`src/rtl/deadlock_pkg.sv`:
```
// Shared types and default constants for the deadlock report controller.
package deadlock_pkg;

  localparam int unsigned DEF_CONFIRM_CYCLES = 1000;
  localparam int unsigned DEF_COUNT_W        = 16;

  typedef enum logic [1:0] {
    ST_IDLE    = 2'd0,
    ST_SUSPECT = 2'd1,
    ST_REPORT  = 2'd2,
    ST_DONE    = 2'd3
  } state_e;

endpackage

```
`src/rtl/deadlock_report_ctrl_if.sv`:
```
// Report handshake between the deadlock controller (master) and its consumer (slave).
interface deadlock_report_ctrl_if #(
  parameter int unsigned NUM_CH = 1
) ();

  logic              report_valid;
  logic              report_ready;
  logic [NUM_CH-1:0] report_info;

  modport master (output report_valid, output report_info, input  report_ready);
  modport slave  (input  report_valid, input  report_info, output report_ready);

endinterface

```
`src/rtl/deadlock_stall_counter.sv`:
```
// Consecutive-blocked-cycle counter: synchronous clear, reload to 1, saturating increment.
module deadlock_stall_counter #(
  parameter int unsigned COUNT_W   = 16,
  parameter int unsigned MAX_COUNT = 1000
) (
  input  logic               clock,
  input  logic               reset,
  input  logic               clr,
  input  logic               load,
  input  logic               inc,
  output logic [COUNT_W-1:0] count,
  output logic               last_c
);

  localparam logic [COUNT_W-1:0] MAX_VAL  = COUNT_W'(MAX_COUNT);
  localparam logic [COUNT_W-1:0] LAST_VAL = COUNT_W'(MAX_COUNT - 1);

  // The next increment reaches the confirmation threshold.
  assign last_c = (count == LAST_VAL);

  always_ff @(posedge clock or negedge reset) begin
    if (!reset) begin
      count <= '0;
    end else if (clr) begin
      count <= '0;
    end else if (load) begin
      count <= COUNT_W'(1);
    end else if (inc && (count != MAX_VAL)) begin
      count <= count + COUNT_W'(1);
    end
  end

endmodule

```
`src/rtl/deadlock_report_ctrl.sv`:
```
// Confirms a persistent blocked-channel pattern and offers it once as a valid/ready report.
module deadlock_report_ctrl
  import deadlock_pkg::*;
#(
  parameter int unsigned NUM_CH         = 1,
  parameter int unsigned CONFIRM_CYCLES = DEF_CONFIRM_CYCLES,
  parameter int unsigned COUNT_W        = DEF_COUNT_W
) (
  input  logic                  clock,
  input  logic                  reset,
  input  logic                  block,
  input  logic [NUM_CH-1:0]     axis_block_info,
  input  logic                  clear,
  output logic                  suspect,
  output logic [COUNT_W-1:0]    stall_count,
  output logic                  deadlock_detected,
  deadlock_report_ctrl_if.master rpt
);

  state_e            state;
  logic [NUM_CH-1:0] cand;
  logic [NUM_CH-1:0] info_q;
  logic              valid_q;
  logic              cnt_clr_c;
  logic              cnt_load_c;
  logic              cnt_inc_c;
  logic              cnt_last_c;

  assign rpt.report_valid = valid_q;
  assign rpt.report_info  = info_q;

  deadlock_stall_counter #(
    .COUNT_W   (COUNT_W),
    .MAX_COUNT (CONFIRM_CYCLES)
  ) u_stall_counter (
    .clock  (clock),
    .reset  (reset),
    .clr    (cnt_clr_c),
    .load   (cnt_load_c),
    .inc    (cnt_inc_c),
    .count  (stall_count),
    .last_c (cnt_last_c)
  );

  // Counter control; the count is frozen once the report has been confirmed.
  always_comb begin
    cnt_clr_c  = 1'b0;
    cnt_load_c = 1'b0;
    cnt_inc_c  = 1'b0;
    if (clear) begin
      cnt_clr_c = 1'b1;
    end else begin
      unique case (state)
        ST_IDLE: begin
          if (block) cnt_load_c = 1'b1;
          else       cnt_clr_c  = 1'b1;
        end
        ST_SUSPECT: begin
          if (!block)                            cnt_clr_c  = 1'b1;
          else if (axis_block_info != cand)      cnt_load_c = 1'b1;
          else                                   cnt_inc_c  = 1'b1;
        end
        default: ;
      endcase
    end
  end

  always_ff @(posedge clock or negedge reset) begin
    if (!reset) begin
      state             <= ST_IDLE;
      cand              <= '0;
      info_q            <= '0;
      valid_q           <= 1'b0;
      deadlock_detected <= 1'b0;
      suspect           <= 1'b0;
    end else if (clear) begin
      state             <= ST_IDLE;
      cand              <= '0;
      info_q            <= '0;
      valid_q           <= 1'b0;
      deadlock_detected <= 1'b0;
      suspect           <= 1'b0;
    end else begin
      unique case (state)
        ST_IDLE: begin
          if (block) begin
            state   <= ST_SUSPECT;
            suspect <= 1'b1;
            cand    <= axis_block_info;
          end
        end
        ST_SUSPECT: begin
          if (!block) begin
            state   <= ST_IDLE;
            suspect <= 1'b0;
          end else if (axis_block_info != cand) begin
            cand <= axis_block_info;
          end else if (cnt_last_c) begin
            state             <= ST_REPORT;
            suspect           <= 1'b0;
            info_q            <= cand;
            valid_q           <= 1'b1;
            deadlock_detected <= 1'b1;
          end
        end
        ST_REPORT: begin
          if (valid_q && rpt.report_ready) begin
            state   <= ST_DONE;
            valid_q <= 1'b0;
          end
        end
        default: ;
      endcase
    end
  end

endmodule
```
`src/flat_wrapper.sv`:
```
// flat-port wrapper written by rule: the top's interface ports become plain ports
module deadlock_report_ctrl_flat import deadlock_pkg::*;
#(
  parameter int unsigned NUM_CH         = 1,
  parameter int unsigned CONFIRM_CYCLES = DEF_CONFIRM_CYCLES,
  parameter int unsigned COUNT_W        = DEF_COUNT_W
)
  (clock, reset, block, axis_block_info, clear, suspect, stall_count, deadlock_detected, rpt_report_valid, rpt_report_info, rpt_report_ready);
  deadlock_report_ctrl_if #(.NUM_CH(NUM_CH)) rpt_i ();
  input  logic clock;
  input  logic reset;
  input  logic block;
  input  logic [NUM_CH-1:0] axis_block_info;
  input  logic clear;
  output logic suspect;
  output logic [COUNT_W-1:0] stall_count;
  output logic deadlock_detected;
  output wire logic [$bits(rpt_i.report_valid)-1:0] rpt_report_valid;
  output wire logic [$bits(rpt_i.report_info)-1:0] rpt_report_info;
  input wire logic [$bits(rpt_i.report_ready)-1:0] rpt_report_ready;
  assign rpt_report_valid = rpt_i.report_valid;
  assign rpt_report_info = rpt_i.report_info;
  assign rpt_i.report_ready = rpt_report_ready;
  deadlock_report_ctrl #(.NUM_CH(NUM_CH), .CONFIRM_CYCLES(CONFIRM_CYCLES), .COUNT_W(COUNT_W)) u_core (.clock(clock), .reset(reset), .block(block), .axis_block_info(axis_block_info), .clear(clear), .suspect(suspect), .stall_count(stall_count), .deadlock_detected(deadlock_detected), .rpt(rpt_i));
endmodule
```
`config.mk`:
```
export PLATFORM = sky130hd
export DESIGN_NAME = deadlock_report_ctrl_flat
export DESIGN_NICKNAME = d
export VERILOG_FILES = /design/src/rtl/deadlock_pkg.sv /design/src/rtl/deadlock_report_ctrl_if.sv /design/src/rtl/deadlock_stall_counter.sv /design/src/rtl/deadlock_report_ctrl.sv /design/src/flat_wrapper.sv
export SDC_FILE = /design/constraint.sdc
export NUM_CORES = 1
export LEC_CHECK = 0
export CAP_MARGIN = 20
export CORE_UTILIZATION = 30
export DETAILED_ROUTE_END_ITERATION = 16
export HOLD_SLACK_MARGIN = 0.05
export PLACE_DENSITY = 0.56
export SYNTH_ARGS = -nofsm -noshare
export SYNTH_HDL_FRONTEND = slang
export SYNTH_SLANG_ARGS = --single-unit
export TNS_END_PERCENT = 50
```
`constraint.sdc`:
```
create_clock -name clock -period 4.9 [get_ports clock]
set_clock_uncertainty 0.1 [all_clocks]
set_input_delay 0.98 -clock clock [delete_from_list [all_inputs] [get_ports clock]]
set_output_delay 0.98 -clock clock [all_outputs]
set_load 0.005 [all_outputs]
```
==> results of run 1 <==
## synth_stat cells (all sizes together)
cell | count | area, sq um
nand2 | 6 | 22.5
a21boi | 1 | 7.51
nand4bb | 1 | 11.3
mux2 | 1 | 15.0
or3 | 6 | 38.8
xnor2 | 2 | 25.0
nor4b | 1 | 8.76
o311a | 1 | 10.0
a311oi | 1 | 8.76
o211ai | 3 | 27.5
nor3b | 1 | 7.51
o211a | 1 | 10.0
nand3 | 7 | 35.0
and4 | 2 | 17.5
or4b | 1 | 13.8
or3b | 1 | 8.76
a21oi | 19 | 95.1
or4 | 6 | 45.0
mux2i | 3 | 30.0
and3b | 2 | 17.5
a21o | 1 | 7.51
nor2 | 9 | 33.8
xor2 | 3 | 26.3
dfrtp | 23 | 576
o31ai | 5 | 37.5
nand3b | 1 | 7.51
nand4 | 7 | 50.1
nor4 | 2 | 27.5
nor2b | 1 | 6.26
and2 | 2 | 12.5
buf | 1 | 5.00
o21ai | 12 | 60.1
clkbuf | 2 | 7.51
nor3 | 3 | 15.0
a211o | 1 | 8.76
ha | 5 | 62.6
inv | 11 | 41.3
## layout make-up
class                           count  area share, %
Multi-Input combinational cell    118           44.6
Sequential cell                    23           31.6
Timing Repair Buffer               26           15.3
Tap cell                           52           3.58
Clock buffer                        3           2.27
Inverter                           11           2.27
Clock inverter                      1          0.413
## sequential cells by signal, indices dropped and copies added (netlist names)
name	cells
u_core.cand	1
u_core.deadlock_detected	1
u_core.state	2
u_core.rpt.report_valid	1
u_core.rpt.report_info	1
u_core.suspect	1
u_core.u_stall_counter.count	16
## metrics by stage
step	instances	power [uW]	cell area, sq um
global route	234	429	1820
finish	234	409	1820
floorplan	155	253	1440
detailed placement	230	284	1770
global placement	229	279	1740
CTS	234	412	1820
## worst min-delay path by stage
stage                               endpoint  slack [ps]
finish              u_core.deadlock_detected         440
CTS                   u_core.rpt.report_info         460
global route        u_core.deadlock_detected         480
detailed placement  u_core.deadlock_detected         430
global placement    u_core.deadlock_detected         420
floorplan           u_core.deadlock_detected         390
## worst max-delay path, cell delays in order
cell and delay [ps]:
sky130_fd_sc_hd__clkdlybuf4s50_1 550, sky130_fd_sc_hd__and3b_1 440, sky130_fd_sc_hd__nand4_1 300, sky130_fd_sc_hd__or4_1 540, sky130_fd_sc_hd__a21oi_1 150
## cell families after synthesis
kind of cell | after synthesis | synth area share, %
AND/OR/NAND/NOR | 59 | 26.3
AO/OA/AOI/OAI | 45 | 18.9
flip-flops | 23 | 40.0
buffers and inverters | 14 | 3.74
XOR/XNOR | 5 | 3.56
adder cells (fa/ha/maj) | 5 | 4.34
multiplexers | 4 | 3.13
## metal layers
layer	up-vias	GRT usage (%)
met5	-	0
met4	0	3.78
met3	4	2.81
met2	42	24.4
met1	673	22.5
li1	633	-
## power by group through the flow
stage / clock network, uW / logic [uW] / registers, uW
global placement: 0 / 74.0 / 205
detailed placement: 0 / 77.8 / 206
finish: 129 / 78.7 / 202
global route: 139 / 86.8 / 203
floorplan: 0 / 48.1 / 205
CTS: 131 / 78.8 / 202
==> impl_results.html, run 1 <==
<table>
<tr><th>Metric</th><th>Value</th></tr>
<tr><th colspan="2">Routing</th></tr>
<tr><td>Via-to-Cell Ratio</td><td>just under 6</td></tr>
<tr><td>Highest metal layer used by the detailed router</td><td>met4</td></tr>
<tr><td>Number of iterations in the first detailed-routing pass</td><td>10</td></tr>
<tr><td>Per-cell routed wire length</td><td>16.6 um</td></tr>
<tr><td>Length of routed wiring on met1</td><td>1.89 mm</td></tr>
<tr><td>Number of DRC markers in iteration 0</td><td>85</td></tr>
<tr><td>Remaining DRCs</td><td>2</td></tr>
<tr><td>Via Count</td><td>1,352</td></tr>
<tr><td>Antenna Nets Post-Route</td><td>0</td></tr>
<tr><td>Sum of met3 wire segment lengths after detailed routing</td><td>between 200 and 250 um</td></tr>
<tr><td>Final wirelength</td><td>roughly 3.9 mm</td></tr>
<tr><td>Length of routed met2 wiring</td><td>1.74 mm</td></tr>
<tr><th colspan="2">Power</th></tr>
<tr><td>Net Sw Power</td><td>about 120 uW</td></tr>
<tr><td>LEAKAGE</td><td>0.000691 uW</td></tr>
<tr><td>Pint</td><td>287 uW</td></tr>
<tr><td>Fraction of power consumed by combinational cells</td><td>19.2%</td></tr>
<tr><td>Portion of total power attributed to the clock network</td><td>31.4%</td></tr>
<tr><td>Power density over cell area</td><td>225 nW/um^2</td></tr>
<tr><td>IR drop worst, VDD</td><td>0.0898 mV</td></tr>
<tr><td>Sequential power share</td><td>49.3%</td></tr>
<tr><td>Net Sw Frac</td><td>29.9%</td></tr>
<tr><th colspan="2">Cells and area</th></tr>
<tr><td>Most common cell after layout, fill and taps aside</td><td>sky130_fd_sc_hd__clkdlybuf4s50_1</td></tr>
<tr><td>Layout cell share with drive strength beyond 1</td><td>between 7 and 8%</td></tr>
<tr><td>Final-layout fill cell count</td><td>447</td></tr>
<tr><td>Commonest cells after routing, fill and taps aside</td><td>25 x sky130_fd_sc_hd__clkdlybuf4s50_1, 23 x sky130_fd_sc_hd__dfrtp_1, 19 x sky130_fd_sc_hd__a21oi_1</td></tr>
<tr><td>Post-synthesis to final-layout area growth</td><td>26.3%</td></tr>
<tr><td>Post-layout util</td><td>40.7%</td></tr>
<tr><td>Number of nets in the final layout</td><td>194</td></tr>
<tr><td>Antenna fix cells</td><td>0</td></tr>
<tr><td>Total area of multi-input combinational cells</td><td>between 800 and 900 sq um</td></tr>
<tr><td>Storage element area</td><td>~580 sq um</td></tr>
<tr><th colspan="2">Placed design</th></tr>
<tr><td>Pre-CTS setup slack</td><td>about 1800 ps</td></tr>
<tr><td>Routability congestion estimate from global placement</td><td>a little over 0.8</td></tr>
<tr><td>Number of buffers inserted by port buffering</td><td>25</td></tr>
<tr><td>Post-detail-place hpwl</td><td>2.73 mm</td></tr>
<tr><th colspan="2">Timing</th></tr>
<tr><td>Fin. Hold Viols</td><td>0</td></tr>
<tr><td>Fin Setup TNS</td><td>0 ps</td></tr>
<tr><td>Maximum clock rate</td><td>0.348 GHz</td></tr>
<tr><td>Number of max-slew violations in the final report</td><td>0</td></tr>
<tr><td>Worst max-slew margin expressed relative to the limit</td><td>58.6%</td></tr>
<tr><td>Clock period minus final worst setup slack</td><td>~2900 ps</td></tr>
<tr><td>Final setup margin</td><td>2030 ps</td></tr>
<tr><td>Final setup violation count</td><td>0</td></tr>
<tr><td>Unrepaired setup endpoints after global routing</td><td>no</td></tr>
<tr><td>Transition time of the tightest slew-check pin</td><td>619 ps</td></tr>
<tr><td>Tcrit/Tclk final</td><td>58.6%</td></tr>
<tr><td>Worst hold slack across all endpoints</td><td>~440 ps</td></tr>
<tr><th colspan="2">Logic synthesis</th></tr>
<tr><td>Mapped cell area</td><td>1440 sq um</td></tr>
<tr><td>Flip-flop and latch count after synthesis</td><td>23</td></tr>
<tr><td>Average footprint of a synthesized cell</td><td>9.29 sq um</td></tr>
<tr><td>Total number of yosys warnings</td><td>0</td></tr>
<tr><td>Distinct cell type count after synthesis</td><td>42</td></tr>
<tr><td>Count of mapped cells out of synthesis</td><td>155</td></tr>
<tr><td>Number of nets produced by synthesis</td><td>166</td></tr>
<tr><td>Post-synthesis sequential area ratio</td><td>~40%</td></tr>
<tr><th colspan="2">Floorplan</th></tr>
<tr><td>I/O Pins</td><td>26</td></tr>
<tr><td>Overall die area</td><td>5080 sq um</td></tr>
<tr><td>Area of the core</td><td>~4500 sq um</td></tr>
<tr><td>Width of the die</td><td>71.3 um</td></tr>
<tr><td>Standard-cell rows</td><td>24</td></tr>
<tr><td>Initial core utilization</td><td>32.2%</td></tr>
<tr><td>Die Y-Extent</td><td>71.3 um</td></tr>
<tr><th colspan="2">GRT</th></tr>
<tr><td>Global-route wire length before repair</td><td>6.24 mm</td></tr>
<tr><td>Overall Global Routing Usage</td><td>15.6%</td></tr>
<tr><td>Maximum number of pins on one net before global-route repair</td><td>16</td></tr>
<tr><td>Number of antenna violations at the first check in global routing</td><td>0</td></tr>
<tr><td>Aggregate global routing overflow</td><td>0</td></tr>
<tr><td>Number of global-route vias before repair</td><td>1,285</td></tr>
<tr><th colspan="2">Clock network</th></tr>
<tr><td>TritonCTS clock tree</td><td>yes</td></tr>
<tr><td>Postcts setup bufs</td><td>0</td></tr>
<tr><td>Clock transition at path regs</td><td>100 ps</td></tr>
<tr><td>Cell at the root of the clock tree</td><td>sky130_fd_sc_hd__clkbuf_8</td></tr>
<tr><td>Number of resized instances in the post-cts repair step</td><td>0</td></tr>
<tr><td>Number of H-tree levels</td><td>1</td></tr>
<tr><td>Total number of clock tree sinks</td><td>23</td></tr>
<tr><td>Total of hold buffers inserted after clock tree synthesis</td><td>0</td></tr>
<tr><td>Clock buffer depth</td><td>2</td></tr>
<tr><td>Number of buffers inserted during clock tree synthesis</td><td>3</td></tr>
<tr><td>Clk Latency, worst-skew pair</td><td>280 ps</td></tr>
<tr><th colspan="2">Worst setup path</th></tr>
<tr><td>Element type at the critical path start</td><td>primary input</td></tr>
<tr><td>Flop-to-flop setup slack</td><td>roughly 2600 ps</td></tr>
<tr><td>Start-to-end type of the worst setup path</td><td>primary input to flop</td></tr>
<tr><td>Critical R2R Capture</td><td>u_core.u_stall_counter.count[15]</td></tr>
<tr><td>Largest fanout of any net on the critical path</td><td>8</td></tr>
<tr><td>Worst setup path endpoint</td><td>u_core.u_stall_counter.count[15]</td></tr>
<tr><td>Data required time of the critical path</td><td>5000 ps</td></tr>
<tr><td>Number of cells traversed by the worst register-to-register path</td><td>6</td></tr>
<tr><td>FF-to-FF Start</td><td>u_core.state[1]</td></tr>
<tr><td>Type of destination of the critical path</td><td>flop</td></tr>
<tr><td>Launching element of the worst setup path</td><td>clear</td></tr>
<tr><td>Critical path arrival</td><td>a little under 3000 ps</td></tr>
<tr><th colspan="2">Min path</th></tr>
<tr><td>Min-Delay Startpoint</td><td>u_core.deadlock_detected</td></tr>
<tr><td>Path class of the lowest-slack min-delay path</td><td>flop to flop</td></tr>
<tr><td>Hold Path Depth</td><td>2</td></tr>
<tr><th colspan="2">Flow run</th></tr>
<tr><td>Number of violations of the max-capacitance limit</td><td>0</td></tr>
<tr><th colspan="2">Run status</th></tr>
<tr><td>Violated checks</td><td>design-rule violations</td></tr>
<tr><td>Outcome</td><td>complete, but fails checks</td></tr>
</table>
Power figures use the tool's default switching activity.
==> run 2, diff against run 1 <==
--- a/config.mk
+++ b/config.mk
@@ -9,7 +9,7 @@
 export CORE_UTILIZATION = 30
 export DETAILED_ROUTE_END_ITERATION = 16
 export HOLD_SLACK_MARGIN = 0.05
-export PLACE_DENSITY = 0.56
+export PLACE_DENSITY = 0.57
 export SYNTH_ARGS = -nofsm -noshare
 export SYNTH_HDL_FRONTEND = slang
 export SYNTH_SLANG_ARGS = --single-unit
==> constraint.sdc (replaced) <==
create_clock -name clock -period 2.6 [get_ports clock]
set_clock_uncertainty 0.1 [all_clocks]
set_input_delay 0.52 -clock clock [delete_from_list [all_inputs] [get_ports clock]]
set_output_delay 0.52 -clock clock [all_outputs]
set_load 0.005 [all_outputs]
==> impl_results.html, run 2 (synthesis gave the netlist of run 1 again) <==
<table>
<tr><th>Metric</th><th>Value</th></tr>
<tr><th colspan="2">Worst setup path</th></tr>
<tr><td>Cell type group with the largest total delay on the critical path</td><td>simple AND/OR/NAND/NOR gates</td></tr>
<tr><td>Worst-path cell chain</td><td>inv_1, ha_1, and3b_1, nand2_1, or4_1, a21oi_1</td></tr>
<tr><td>Start-to-end type of the worst setup path</td><td>flop to flop</td></tr>
<tr><td>Critical path's slowest cell</td><td>sky130_fd_sc_hd__or4_1</td></tr>
<tr><td>Worst path buffer plus inverter count</td><td>1 (unchanged)</td></tr>
<tr><td>Flop-to-flop setup slack</td><td>290 ps (-2280 ps)</td></tr>
<tr><td>Largest fanout of any net on the critical path</td><td>9 (+1)</td></tr>
<tr><td>Element type at the critical path start</td><td>flop</td></tr>
<tr><td>Type of destination of the critical path</td><td>flop</td></tr>
<tr><td>Data required time of the critical path</td><td>2690 ps (-2310 ps)</td></tr>
<tr><td>Critical path arrival</td><td>2410 ps (-560 ps)</td></tr>
<tr><td>Slowest Stage Delay on Critical Path</td><td>560 ps (about the same)</td></tr>
<tr><th colspan="2">Routing</th></tr>
<tr><td>Antenna Nets Post-Route</td><td>0 (unchanged)</td></tr>
<tr><td>Remaining DRCs</td><td>2 (unchanged)</td></tr>
<tr><td>Number of iterations in the first detailed-routing pass</td><td>10 (unchanged)</td></tr>
<tr><td>Final wirelength</td><td>3.62 mm (-6.5%)</td></tr>
<tr><td>Via Count</td><td>1,337 (-1.1%)</td></tr>
<tr><td>Per-cell routed wire length</td><td>15.1 um (-8.8%)</td></tr>
<tr><td>Number of DRC markers in iteration 0</td><td>80 (-5.9%)</td></tr>
<tr><td>Via-to-Cell Ratio</td><td>5.57 (-3.6%)</td></tr>
<tr><th colspan="2">Cells and area</th></tr>
<tr><td>Most common cell after layout, fill and taps aside</td><td>sky130_fd_sc_hd__clkdlybuf4s50_1</td></tr>
<tr><td>Top reg by flops</td><td>u_core.u_stall_counter.count</td></tr>
<tr><td>Total area of multi-input combinational cells</td><td>811 sq um (unchanged)</td></tr>
<tr><td>Flip-flop count of the largest register after layout</td><td>16 (unchanged)</td></tr>
<tr><td>Layout Cells excl Fill</td><td>240 (+2.6%)</td></tr>
<tr><td>Number of nets in the final layout</td><td>200 (+3.1%)</td></tr>
<tr><td>Commonest cells after routing, fill and taps aside</td><td>25 x sky130_fd_sc_hd__clkdlybuf4s50_1, 23 x sky130_fd_sc_hd__dfrtp_1, 19 x sky130_fd_sc_hd__a21oi_1</td></tr>
<tr><td>Storage element area</td><td>576 sq um (unchanged)</td></tr>
<tr><td>Layout cell share with drive strength beyond 1</td><td>9.57% (+2.4 points)</td></tr>
<tr><td>Post-layout util</td><td>41.1% (+0.48 points)</td></tr>
<tr><td>Antenna fix cells</td><td>0 (unchanged)</td></tr>
<tr><td>Final-layout fill cell count</td><td>442 (-1.1%)</td></tr>
<tr><td>Post-synthesis to final-layout area growth</td><td>27.8%</td></tr>
<tr><td>Registers with the most flip-flops</td><td>u_core.u_stall_counter.count x16, u_core.state x2</td></tr>
<tr><th colspan="2">Floorplan</th></tr>
<tr><td>Overall die area</td><td>5080 sq um (unchanged)</td></tr>
<tr><td>Width of the die</td><td>71.3 um (unchanged)</td></tr>
<tr><td>Standard-cell rows</td><td>24 (unchanged)</td></tr>
<tr><td>Die Y-Extent</td><td>71.3 um (unchanged)</td></tr>
<tr><td>Area of the core</td><td>4470 sq um (unchanged)</td></tr>
<tr><td>I/O Pins</td><td>26 (unchanged)</td></tr>
<tr><td>Initial core utilization</td><td>32.2% (unchanged)</td></tr>
<tr><th colspan="2">Flow run</th></tr>
<tr><td>Number of violations of the max-capacitance limit</td><td>0 (unchanged)</td></tr>
<tr><th colspan="2">Clock network</th></tr>
<tr><td>Clock transition at path regs</td><td>80 ps (-20 ps)</td></tr>
<tr><td>Total number of clock tree sinks</td><td>23 (unchanged)</td></tr>
<tr><td>Postcts setup bufs</td><td>0 (unchanged)</td></tr>
<tr><td>Number of resized instances in the post-cts repair step</td><td>0 (unchanged)</td></tr>
<tr><td>Number of buffers inserted during clock tree synthesis</td><td>3 (unchanged)</td></tr>
<tr><td>Total of hold buffers inserted after clock tree synthesis</td><td>0 (unchanged)</td></tr>
<tr><td>Number of H-tree levels</td><td>1 (unchanged)</td></tr>
<tr><td>Clk Latency, worst-skew pair</td><td>270 ps (about the same)</td></tr>
<tr><td>Cell at the root of the clock tree</td><td>sky130_fd_sc_hd__clkbuf_8</td></tr>
<tr><td>TritonCTS clock tree</td><td>yes</td></tr>
<tr><td>Clock buffer depth</td><td>2 (unchanged)</td></tr>
<tr><th colspan="2">Timing</th></tr>
<tr><td>Fin Setup TNS</td><td>0 ps (unchanged)</td></tr>
<tr><td>Final setup violation count</td><td>0 (unchanged)</td></tr>
<tr><td>Tcrit/Tclk final</td><td>89.0%</td></tr>
<tr><td>Number of max-slew violations in the final report</td><td>0 (unchanged)</td></tr>
<tr><td>Worst max-slew margin expressed relative to the limit</td><td>64.8% (+6.2 points)</td></tr>
<tr><td>Worst hold slack across all endpoints</td><td>402 ps (-39.3 ps)</td></tr>
<tr><td>Maximum clock rate</td><td>0.432 GHz</td></tr>
<tr><td>Clock period minus final worst setup slack</td><td>2310 ps</td></tr>
<tr><td>Fin. Hold Viols</td><td>0 (unchanged)</td></tr>
<tr><td>Transition time of the tightest slew-check pin</td><td>526 ps (-92.8 ps)</td></tr>
<tr><td>Unrepaired setup endpoints after global routing</td><td>no</td></tr>
<tr><th colspan="2">Placed design</th></tr>
<tr><td>Routability congestion estimate from global placement</td><td>0.846 (+3.7%)</td></tr>
<tr><td>Number of buffers inserted by port buffering</td><td>25 (unchanged)</td></tr>
<tr><td>Total placed cells including tap cells</td><td>236 (+2.6%)</td></tr>
<tr><td>Post-detail-place hpwl</td><td>2.69 mm (-1.4%)</td></tr>
<tr><th colspan="2">Run status</th></tr>
<tr><td>Violated checks</td><td>design-rule violations</td></tr>
<tr><td>Outcome</td><td>complete, but fails checks</td></tr>
<tr><th colspan="2">Power</th></tr>
<tr><td>Power density over cell area</td><td>407 nW/um^2 (+81%)</td></tr>
<tr><td>IR drop worst, VDD</td><td>0.159 mV (+77%)</td></tr>
<tr><td>LEAKAGE</td><td>0.000711 uW (+3.0%)</td></tr>
<tr><th colspan="2">GRT</th></tr>
<tr><td>Overall Global Routing Usage</td><td>15.3% (-0.29 points)</td></tr>
<tr><td>Number of global-route vias before repair</td><td>1,259 (-2.0%)</td></tr>
<tr><td>Number of antenna violations at the first check in global routing</td><td>0 (unchanged)</td></tr>
<tr><td>Maximum number of pins on one net before global-route repair</td><td>24 (+8)</td></tr>
<tr><td>Aggregate global routing overflow</td><td>0 (unchanged)</td></tr>
<tr><td>Global-route wire length before repair</td><td>6.16 mm (-1.2%)</td></tr>
<tr><th colspan="2">Min path</th></tr>
<tr><td>Path class of the lowest-slack min-delay path</td><td>flop to flop</td></tr>
</table>
==> run 2: cell type report <==
class | count | area share, %
Timing Repair Buffer | 32 | 16.5
Tap cell | 52 | 3.54
Clock buffer | 4 | 2.45
Sequential cell | 23 | 31.3
Inverter | 11 | 2.24
Multi-Input combinational cell | 118 | 44.1
==> run 2: metal layers <==
| layer | GRT usage [%] | routed length (um) | vias up |
|---|---|---|---|
| met5 | 0 | 0 | - |
| met3 | 2.53 | 117 | 5 |
| met1 | 21.8 | 1850 | 655 |
| met2 | 23.7 | 1610 | 26 |
| li1 | - | - | 651 |
| met4 | 5.33 | 49 | 0 |
==> run 2: report_power, final <==
part	internal (uW)	leakage (uW)	switching [uW]
Sequential	368	0.000317	13.3
Clock	109	0.0000228	113
Combinational	64.7	0.000371	81.2
==> run 2: worst paths after layout <==
kind                                           from                          endpoint  cells past startpoint
max                                 u_core.state[1]  u_core.u_stall_counter.count[11]                      6
min                        u_core.deadlock_detected          u_core.deadlock_detected                      2
max reg2reg                         u_core.state[1]  u_core.u_stall_counter.count[11]                      6
min reg2reg                u_core.deadlock_detected          u_core.deadlock_detected                      2
max in group asynchronous                     reset  u_core.u_stall_counter.count[13]                      2
min in group asynchronous                     reset          u_core.deadlock_detected                      2
==> run 2: metrics by stage <==
| step | setup slack (ps) | power [uW] | area (sq um) |
|---|---|---|---|
| floorplan | 584 | 476 | 1440 |
| global placement | 144 | 532 | 1800 |
| finish | 287 | 749 | 1840 |
| global route | 136 | 793 | 1840 |
| CTS | 286 | 757 | 1840 |
| detailed placement | 46.7 | 535 | 1800 |
==> run 2: worst min-delay path, stage by stage (launching register included) <==
cell	delay, ps
sky130_fd_sc_hd__dfrtp_1	350
sky130_fd_sc_hd__a21oi_1	40
sky130_fd_sc_hd__nor2_1	70
==> run 3, diff against run 2 <==
--- a/config.mk
+++ b/config.mk
@@ -10,6 +10,7 @@
 export DETAILED_ROUTE_END_ITERATION = 16
 export HOLD_SLACK_MARGIN = 0.05
 export PLACE_DENSITY = 0.57
+export RECOVER_POWER = 25
 export SYNTH_ARGS = -nofsm -noshare
 export SYNTH_HDL_FRONTEND = slang
 export SYNTH_SLANG_ARGS = --single-unit
==> impl_results.html, run 3 (synthesis gave the netlist of run 1 again) <==
<table>
<tr><th>Metric</th><th>Value</th></tr>
<tr><th colspan="2">Power</th></tr>
<tr><td>LEAKAGE</td><td>0.000708 uW (-0.47%)</td></tr>
<tr><td>IR drop worst, VDD</td><td>0.159 mV (about the same)</td></tr>
<tr><td>Power density over cell area</td><td>407 nW/um^2 (about the same)</td></tr>
<tr><th colspan="2">Routing</th></tr>
<tr><td>Per-cell routed wire length</td><td>15.1 um (about the same)</td></tr>
<tr><td>Number of DRC markers in iteration 0</td><td>80 (unchanged)</td></tr>
<tr><td>Antenna Nets Post-Route</td><td>0 (unchanged)</td></tr>
<tr><td>Via Count</td><td>1,337 (unchanged)</td></tr>
<tr><td>Final wirelength</td><td>3.62 mm (about the same)</td></tr>
<tr><td>Number of iterations in the first detailed-routing pass</td><td>10 (unchanged)</td></tr>
<tr><td>Via-to-Cell Ratio</td><td>5.57 (unchanged)</td></tr>
<tr><td>Remaining DRCs</td><td>2 (unchanged)</td></tr>
<tr><th colspan="2">Cells and area</th></tr>
<tr><td>Number of nets in the final layout</td><td>200 (unchanged)</td></tr>
<tr><td>Flip-flop count of the largest register after layout</td><td>16 (unchanged)</td></tr>
<tr><td>Post-layout util</td><td>41.1% (-0.084 points)</td></tr>
<tr><td>Top reg by flops</td><td>u_core.u_stall_counter.count</td></tr>
<tr><td>Layout Cells excl Fill</td><td>240 (unchanged)</td></tr>
<tr><td>Registers with the most flip-flops</td><td>u_core.u_stall_counter.count x16, u_core.state x2</td></tr>
<tr><td>Antenna fix cells</td><td>0 (unchanged)</td></tr>
<tr><td>Most common cell after layout, fill and taps aside</td><td>sky130_fd_sc_hd__clkdlybuf4s50_1</td></tr>
<tr><td>Layout cell share with drive strength beyond 1</td><td>9.04% (-0.53 points)</td></tr>
<tr><td>Commonest cells after routing, fill and taps aside</td><td>24 x sky130_fd_sc_hd__clkdlybuf4s50_1, 23 x sky130_fd_sc_hd__dfrtp_1, 19 x sky130_fd_sc_hd__a21oi_1</td></tr>
<tr><td>Final-layout fill cell count</td><td>444 (+0.45%)</td></tr>
<tr><td>Post-synthesis to final-layout area growth</td><td>27.5%</td></tr>
<tr><td>Post-route cell area</td><td>1840 sq um (-0.20%)</td></tr>
<tr><th colspan="2">Floorplan</th></tr>
<tr><td>Die Y-Extent</td><td>71.3 um (unchanged)</td></tr>
<tr><td>Area of the core</td><td>4470 sq um (unchanged)</td></tr>
<tr><td>Width of the die</td><td>71.3 um (unchanged)</td></tr>
<tr><td>Overall die area</td><td>5080 sq um (unchanged)</td></tr>
<tr><td>Initial core utilization</td><td>32.2% (unchanged)</td></tr>
<tr><td>Standard-cell rows</td><td>24 (unchanged)</td></tr>
<tr><td>I/O Pins</td><td>26 (unchanged)</td></tr>
<tr><th colspan="2">Timing</th></tr>
<tr><td>Final setup violation count</td><td>0 (unchanged)</td></tr>
<tr><td>Maximum clock rate</td><td>0.432 GHz (about the same)</td></tr>
<tr><td>Tcrit/Tclk final</td><td>89.0% (about the same)</td></tr>
<tr><td>Fin. Hold Viols</td><td>0 (unchanged)</td></tr>
<tr><td>Worst max-slew margin expressed relative to the limit</td><td>15.4% (-49 points)</td></tr>
<tr><td>Number of max-slew violations in the final report</td><td>0 (unchanged)</td></tr>
<tr><td>Unrepaired setup endpoints after global routing</td><td>no</td></tr>
<tr><td>Fin Setup TNS</td><td>0 ps (unchanged)</td></tr>
<tr><td>Transition time of the tightest slew-check pin</td><td>1270 ps (+743 ps)</td></tr>
<tr><td>Worst hold slack across all endpoints</td><td>400 ps (-2.09 ps)</td></tr>
<tr><td>Clock period minus final worst setup slack</td><td>2310 ps (+0.0950 ps)</td></tr>
<tr><th colspan="2">Clock network</th></tr>
<tr><td>Number of buffers inserted during clock tree synthesis</td><td>3 (unchanged)</td></tr>
<tr><td>Number of H-tree levels</td><td>1 (unchanged)</td></tr>
<tr><td>Cell at the root of the clock tree</td><td>sky130_fd_sc_hd__clkbuf_8</td></tr>
<tr><td>Clock transition at path regs</td><td>80 ps (about the same)</td></tr>
<tr><td>Total number of clock tree sinks</td><td>23 (unchanged)</td></tr>
<tr><td>Clock buffer depth</td><td>2 (unchanged)</td></tr>
<tr><td>Total of hold buffers inserted after clock tree synthesis</td><td>0 (unchanged)</td></tr>
<tr><td>TritonCTS clock tree</td><td>yes</td></tr>
<tr><td>Postcts setup bufs</td><td>0 (unchanged)</td></tr>
<tr><td>Clk Latency, worst-skew pair</td><td>270 ps (about the same)</td></tr>
<tr><td>Number of resized instances in the post-cts repair step</td><td>0 (unchanged)</td></tr>
<tr><th colspan="2">Min path</th></tr>
<tr><td>Min-Delay Startpoint</td><td>u_core.deadlock_detected</td></tr>
<tr><td>Path class of the lowest-slack min-delay path</td><td>flop to flop</td></tr>
<tr><td>Hold Path Depth</td><td>2 (unchanged)</td></tr>
<tr><td>Sink of the worst hold path</td><td>u_core.deadlock_detected</td></tr>
<tr><th colspan="2">Worst setup path</th></tr>
<tr><td>Start-to-end type of the worst setup path</td><td>flop to flop</td></tr>
<tr><td>Flop-to-flop setup slack</td><td>290 ps (about the same)</td></tr>
<tr><td>Slowest Stage Delay on Critical Path</td><td>560 ps (about the same)</td></tr>
<tr><td>Cell type group with the largest total delay on the critical path</td><td>simple AND/OR/NAND/NOR gates</td></tr>
<tr><td>Critical path's slowest cell</td><td>sky130_fd_sc_hd__or4_1</td></tr>
<tr><td>Worst-path cell chain</td><td>inv_1, ha_1, and3b_1, nand2_1, or4_1, a21oi_1</td></tr>
<tr><td>Data required time of the critical path</td><td>2690 ps (about the same)</td></tr>
<tr><td>Element type at the critical path start</td><td>flop</td></tr>
<tr><td>Number of cells traversed by the worst register-to-register path</td><td>6 (unchanged)</td></tr>
<tr><td>Critical path arrival</td><td>2410 ps (about the same)</td></tr>
<tr><td>Largest fanout of any net on the critical path</td><td>9 (unchanged)</td></tr>
<tr><td>FF-to-FF Start</td><td>u_core.state[1]</td></tr>
<tr><td>Type of destination of the critical path</td><td>flop</td></tr>
<tr><td>Worst path buffer plus inverter count</td><td>1 (unchanged)</td></tr>
<tr><td>Critical R2R Capture</td><td>u_core.u_stall_counter.count[11]</td></tr>
<tr><th colspan="2">Flow run</th></tr>
<tr><td>Number of violations of the max-capacitance limit</td><td>0 (unchanged)</td></tr>
<tr><th colspan="2">Placed design</th></tr>
<tr><td>Total placed cells including tap cells</td><td>236 (unchanged)</td></tr>
<tr><td>Post-detail-place hpwl</td><td>2.69 mm (unchanged)</td></tr>
<tr><td>Placement Cell Area</td><td>1800 sq um (unchanged)</td></tr>
<tr><td>Number of buffers inserted by port buffering</td><td>25 (unchanged)</td></tr>
<tr><td>Routability congestion estimate from global placement</td><td>0.846 (unchanged)</td></tr>
<tr><th colspan="2">GRT</th></tr>
<tr><td>Number of antenna violations at the first check in global routing</td><td>0 (unchanged)</td></tr>
<tr><td>Overall Global Routing Usage</td><td>15.3% (unchanged)</td></tr>
<tr><td>Global-route wire length before repair</td><td>6.16 mm (unchanged)</td></tr>
<tr><td>Aggregate global routing overflow</td><td>0 (unchanged)</td></tr>
<tr><td>Maximum number of pins on one net before global-route repair</td><td>24 (unchanged)</td></tr>
<tr><td>Number of global-route vias before repair</td><td>1,259 (unchanged)</td></tr>
<tr><th colspan="2">Run status</th></tr>
<tr><td>Outcome</td><td>complete, but fails checks</td></tr>
<tr><td>Violated checks</td><td>design-rule violations</td></tr>
</table>
-- run 3: worst max-delay path by stage --
stage	start	end	slack, ps	depth (start not counted)
after floorplan	u_core.u_stall_counter.count[10]	u_core.u_stall_counter.count[0]	580	4
after global placement	axis_block_info	u_core.u_stall_counter.count[5]	140	5
after detailed placement	axis_block_info	u_core.u_stall_counter.count[11]	50	5
after CTS	u_core.state[1]	u_core.u_stall_counter.count[11]	290	6
after global routing	u_core.state[1]	u_core.u_stall_counter.count[11]	140	6
final	u_core.state[1]	u_core.u_stall_counter.count[11]	290	6
-- run 3: where the power goes --
part	switching [uW]	total [uW]	internal, uW
clock network	113	223	109
registers	13.3	381	368
logic	81.1	145	63.7
-- run 3: worst register-to-register path, stage by stage (launching register included) --
cell                      delay [ps]
sky130_fd_sc_hd__dfrtp_1         410
sky130_fd_sc_hd__inv_1           110
sky130_fd_sc_hd__ha_1            280
sky130_fd_sc_hd__and3b_1         370
sky130_fd_sc_hd__nand2_1         260
sky130_fd_sc_hd__or4_1           570
sky130_fd_sc_hd__a21oi_1         170
-- run 3: metal layers --
metal	share of wire, %	track usage, %	routed length [um]
met1	51	21.8	1850
met2	44	23.7	1610
met3	3.2	2.53	117
met4	1.4	5.33	49
met5	0	0	0
-- run 3: layout make-up --
cell class	instances	area, sq um	area share [%]
Inverter	11	41.3	2.25
Multi-Input combinational cell	118	811	44.1
Tap cell	52	65.1	3.54
Sequential cell	23	576	31.3
Clock buffer	4	45.0	2.45
Timing Repair Buffer	32	299	16.3
-- run 3: through the flow --
step	power, uW	setup slack [ps]
after floorplan	476	584
after global placement	532	144
after detailed placement	535	46.7
after CTS	757	286
after global routing	792	136
final	748	287
